===== src/rtl/serial_add_ctrl.sv =====
// rtl/serial_add_ctrl.sv - bit-serial add sequencer driving a shared single-bit full adder
module serial_add_ctrl #(
    parameter int WIDTH = 8
) (
    input  logic             clk,
    input  logic             rst_n,
    input  logic             start,
    input  logic [WIDTH-1:0] a,
    input  logic [WIDTH-1:0] b,
    input  logic             cin,
    output logic             fa_i0,
    output logic             fa_i1,
    output logic             fa_ci,
    input  logic             fa_s,
    input  logic             fa_co,
    output logic             busy,
    output logic             done,
    output logic [WIDTH-1:0] sum,
    output logic             cout
);

    localparam int CW = (WIDTH > 1) ? $clog2(WIDTH) : 1;
    localparam logic [CW-1:0] LAST = CW'(WIDTH - 1);

    typedef enum logic [1:0] {
        IDLE,
        RUN,
        DONE
    } state_t;

    state_t          state;
    logic [WIDTH-1:0] a_sh;
    logic [WIDTH-1:0] b_sh;
    logic [WIDTH-1:0] s_sh;
    logic            carry;
    logic [CW-1:0]   cnt;

    // busy is high exactly in RUN, so it gates the adder drive to zero elsewhere
    assign fa_i0 = busy & a_sh[0];
    assign fa_i1 = busy & b_sh[0];
    assign fa_ci = busy & carry;

    always_ff @(posedge clk or negedge rst_n) begin
        if (!rst_n) begin
            state <= IDLE;
            a_sh  <= '0;
            b_sh  <= '0;
            s_sh  <= '0;
            carry <= 1'b0;
            cnt   <= '0;
            busy  <= 1'b0;
            done  <= 1'b0;
            sum   <= '0;
            cout  <= 1'b0;
        end else begin
            done <= 1'b0;
            case (state)
                IDLE: begin
                    if (start) begin
                        a_sh  <= a;
                        b_sh  <= b;
                        carry <= cin;
                        cnt   <= '0;
                        busy  <= 1'b1;
                        state <= RUN;
                    end
                end
                RUN: begin
                    a_sh  <= a_sh >> 1;
                    b_sh  <= b_sh >> 1;
                    s_sh  <= {fa_s, s_sh[WIDTH-1:1]};
                    carry <= fa_co;
                    cnt   <= cnt + CW'(1);
                    // last bit: publish the assembled word directly from the adder output
                    if (cnt == LAST) begin
                        sum   <= {fa_s, s_sh[WIDTH-1:1]};
                        cout  <= fa_co;
                        busy  <= 1'b0;
                        done  <= 1'b1;
                        state <= DONE;
                    end
                end
                DONE: begin
                    state <= IDLE;
                end
                default: begin
                    state <= IDLE;
                end
            endcase
        end
    end

endmodule


===== config.mk =====
export PLATFORM = sky130hd
export DESIGN_NAME = serial_add_ctrl
export DESIGN_NICKNAME = d
export VERILOG_FILES = /design/src/rtl/serial_add_ctrl.sv
export SDC_FILE = /design/constraint.sdc
export NUM_CORES = 1
export LEC_CHECK = 0
export ABC_CLOCK_PERIOD_IN_PS = 2800
export CAP_MARGIN = 20
export CORE_MARGIN = 2
export CORE_UTILIZATION = 45
export DETAILED_ROUTE_END_ITERATION = 8
export GPL_ROUTABILITY_DRIVEN = 1
export GPL_TIMING_DRIVEN = 0
export PLACE_DENSITY = 0.82
export SYNTH_ARGS = -nofsm -noshare
export SYNTH_HDL_FRONTEND = slang
export SYNTH_SLANG_ARGS = --single-unit

===== constraint.sdc =====
create_clock -name clk -period 2.8 [get_ports clk]
set_clock_uncertainty 0.15 [all_clocks]
set_input_delay 0.56 -clock clk [delete_from_list [all_inputs] [get_ports clk]]
set_output_delay 0.56 -clock clk [all_outputs]
set_load 0.02 [all_outputs]

==> flow_summary.json <==
{
  "place_area_mm2": 0.00221,
  "syn_inst": 166,
  "grt_pass1_wl_um": 6340,
  "fin_crit_sh": 0.775,
  "portBuffers": 35,
  "synthDistinctLibCells": 23,
  "routed_wl_um": 3760,
  "crit_path_max_fanout": 6,
  "multiInputGateArea_um2": 716,
  "ctsHoldBuffers": 0,
  "drtIter0Drc": 106,
  "die_w_um": 67.4,
  "yosys_register_bits": 40,
  "die_y_um": 67.4,
  "vdd_drop_max_mv": 0.440,
  "setup_viol": 0,
  "grt_max_degree": 41,
  "path_delay_family": "buffers and inverters",
  "ff_latch_area_mm2": 0.00100,
  "vias": 1400,
  "synth_top_cell_by_area": "dfrtp_1",
  "post_cts_resized": 0,
  "syn_nets": 190,
  "first_pass_iters": 4,
  "reg2reg_to": "sum[5]",
  "coreArea_mm2": 0.00394,
  "cp_cell_sequence": "and2_1, clkdlybuf4s50_1",
  "setup_tns_ps": 0,
  "grt_setup_unrepaired": "no",
  "rows": 23,
  "clock_path_buffers": 2,
  "gp_congestion": 0.840,
  "synth_seq_area_share": 0.554,
  "design_area_mm2": 0.00233,
  "maxCapViolCount": 0,
  "dp_hpwl_um": 2580,
  "layout-drive-gt1-share": 0.163,
  "diodes": 0,
  "yosysTopAreaCellShare": 0.554,
  "clkLatencyLatePin_ps": 300,
  "crit_type": "reg2out",
  "r2r_slack_ps": 1210,
  "slowest_stage": "clkdlybuf4s50_1",
  "reg2reg_from": "cnt[0]",
  "syn_to_final_growth_pct": 29.0,
  "htree_levels": 2,
  "max_stage_delay_ps": 590,
  "powerDensity_mw_per_mm2": 1120,
  "via_per_inst": 5.41,
  "clkSinkCount": 40,
  "antenna_found_initial": 0,
  "fillers": 321,
  "crit_path_start_kind": "flop",
  "status": "complete, no violations",
  "syn-cell-area_mm2": 0.00181,
  "required_ps": 2090,
  "fin_crit_ps": 2170,
  "hold_viol": 0,
  "clock.fmax_mhz": 461,
  "io_pins": 36,
  "cts_root_buf": "clkbuf_8",
  "grt_usage": 0.190,
  "maxSlewHeadroom": 0.430,
  "wl_per_cell_um": 14.5,
  "worstHoldPathType": "in2async",
  "crit_buf_inv": 1,
  "start_util": 0.458,
  "worstSetupEndpointType": "primary output",
  "drc_errors": 0,
  "cts_tree": "built",
  "grt_pass1_vias": 1337,
  "numCtsBuffers": 5,
  "worstRegToRegCells": 5,
  "fp.dieArea_mm2": 0.00454,
  "yosys-top-cells-area": "dfrtp_1 55%, mux2_4 7.5%, nor3_1 6.6%",
  "synth_warnings": 0,
  "path_clk_slew_ps": 80,
  "worstMarginPinSlew_ps": 855,
  "slew_violations": 0,
  "ant_nets": 0,
  "cp.arrival_ps": 1460,
  "grt_overflow": 0,
  "finalNetCount": 232,
  "cellLeakagePower_uw": 0.00104,
  "cts_setup_buffers": 0,
  "avgSynthCellArea_um2": 10.9
}
## power breakdown
group | internal (uW) | switching (uW)
Clock | 268 | 213
Combinational | 547 | 548
Sequential | 839 | 187
## routing by layer
metal / GRT usage / routed length [um]
met1: 0.263 / 1720
met2: 0.290 / 1780
met3: 0.0433 / 172
met4: 0.0765 / 81
met5: 0 / 0
## through the flow
stage | hold slack [ps] | worst slack [ps] | instances | util | power [uW]
2_1_floorplan | 114 | 1280 | 166 | - | 1730
3_3_place_gp | 312 | 70.0 | 251 | 0.563 | 2070
3_5_place_dp | 314 | 760 | 251 | 0.562 | 2120
4_1_cts | 247 | 615 | 259 | 0.591 | 2610
5_1_grt | 291 | 572 | 259 | 0.591 | 2780
6_report | 220 | 630 | 259 | 0.591 | 2600
## worst register-to-register path: stages (launching register included)
cell,delay (ps)
dfrtp_1,400
ha_1,200
ha_1,250
nand2_8,130
inv_6,60
mux2_4,290
## cell usage after synthesis, drive strengths merged
| cell type | number |
|---|---|
| dfrtp | 40 |
| nand2 | 25 |
| nor3 | 24 |
| o22ai | 15 |
| buf | 11 |
| nor2 | 10 |
| mux2 | 9 |
| o21ai | 8 |
| o32ai | 7 |
| inv | 4 |
| and2 | 3 |
| a22o | 2 |
| ha | 2 |
| nand2b | 2 |
| nor2b | 2 |
| mux2i | 1 |
| or2 | 1 |
## worst max-delay path by stage
| stage | startpoint | end | cells past startpoint |
|---|---|---|---|
| finish | busy | fa_ci | 2 |
| global route | busy | fa_i1 | 2 |
| CTS | busy | fa_ci | 2 |
| detailed placement | start | a_sh[1] | 5 |
| global placement | rst_n | sum[1] | 1 |
| floorplan | cnt[0] | sum[0] | 5 |
## cells by family (layout without fill, tap and decap cells)
| logic type | Yosys count | count (layout) | share of synthesized area |
|---|---|---|---|
| and+or+nand+nor | 67 | 67 | 0.184 |
| muxes | 10 | 10 | 0.0803 |
| buffers and inverters | 15 | 58 | 0.0499 |
| DFF | 40 | 40 | 0.554 |
| AOI/OAI and AO/OA | 32 | 32 | 0.118 |
| adders and majority gates | 2 | 2 | 0.0138 |
## state kept, by name (all words and copies together), names as in the netlist
register  flops
a_sh          8
sum           8
state         2
cout          1
done          1
carry         1
b_sh          8
cnt           3
busy          1
s_sh          7
## placed cells by master (no fill, tap or decap), drive strengths merged
cell           instances
dfrtp                 40
clkdlybuf4s50         34
nand2                 25
nor3                  24
o22ai                 15
buf                   12
nor2                  10
mux2                   9
o21ai                  8
o32ai                  7
clkbuf                 5
inv                    4
and2                   3
a22o                   2
ha                     2
clkinv                 2
nor2b                  2
nand2b                 2
or2                    1
mux2i                  1
bufinv                 1
## layout make-up
| type | count | share of cell area |
|---|---|---|
| buffer | 11 | 0.0301 |
| sequential | 40 | 0.429 |
| multi-input combinational | 111 | 0.307 |
| clock buffer | 5 | 0.0295 |
| tap | 50 | 0.0268 |
| inverter | 4 | 0.00859 |
| timing repair buffer | 35 | 0.148 |
| clock inverter | 3 | 0.0204 |
No activity file was read; power rests on OpenSTA's default activity.
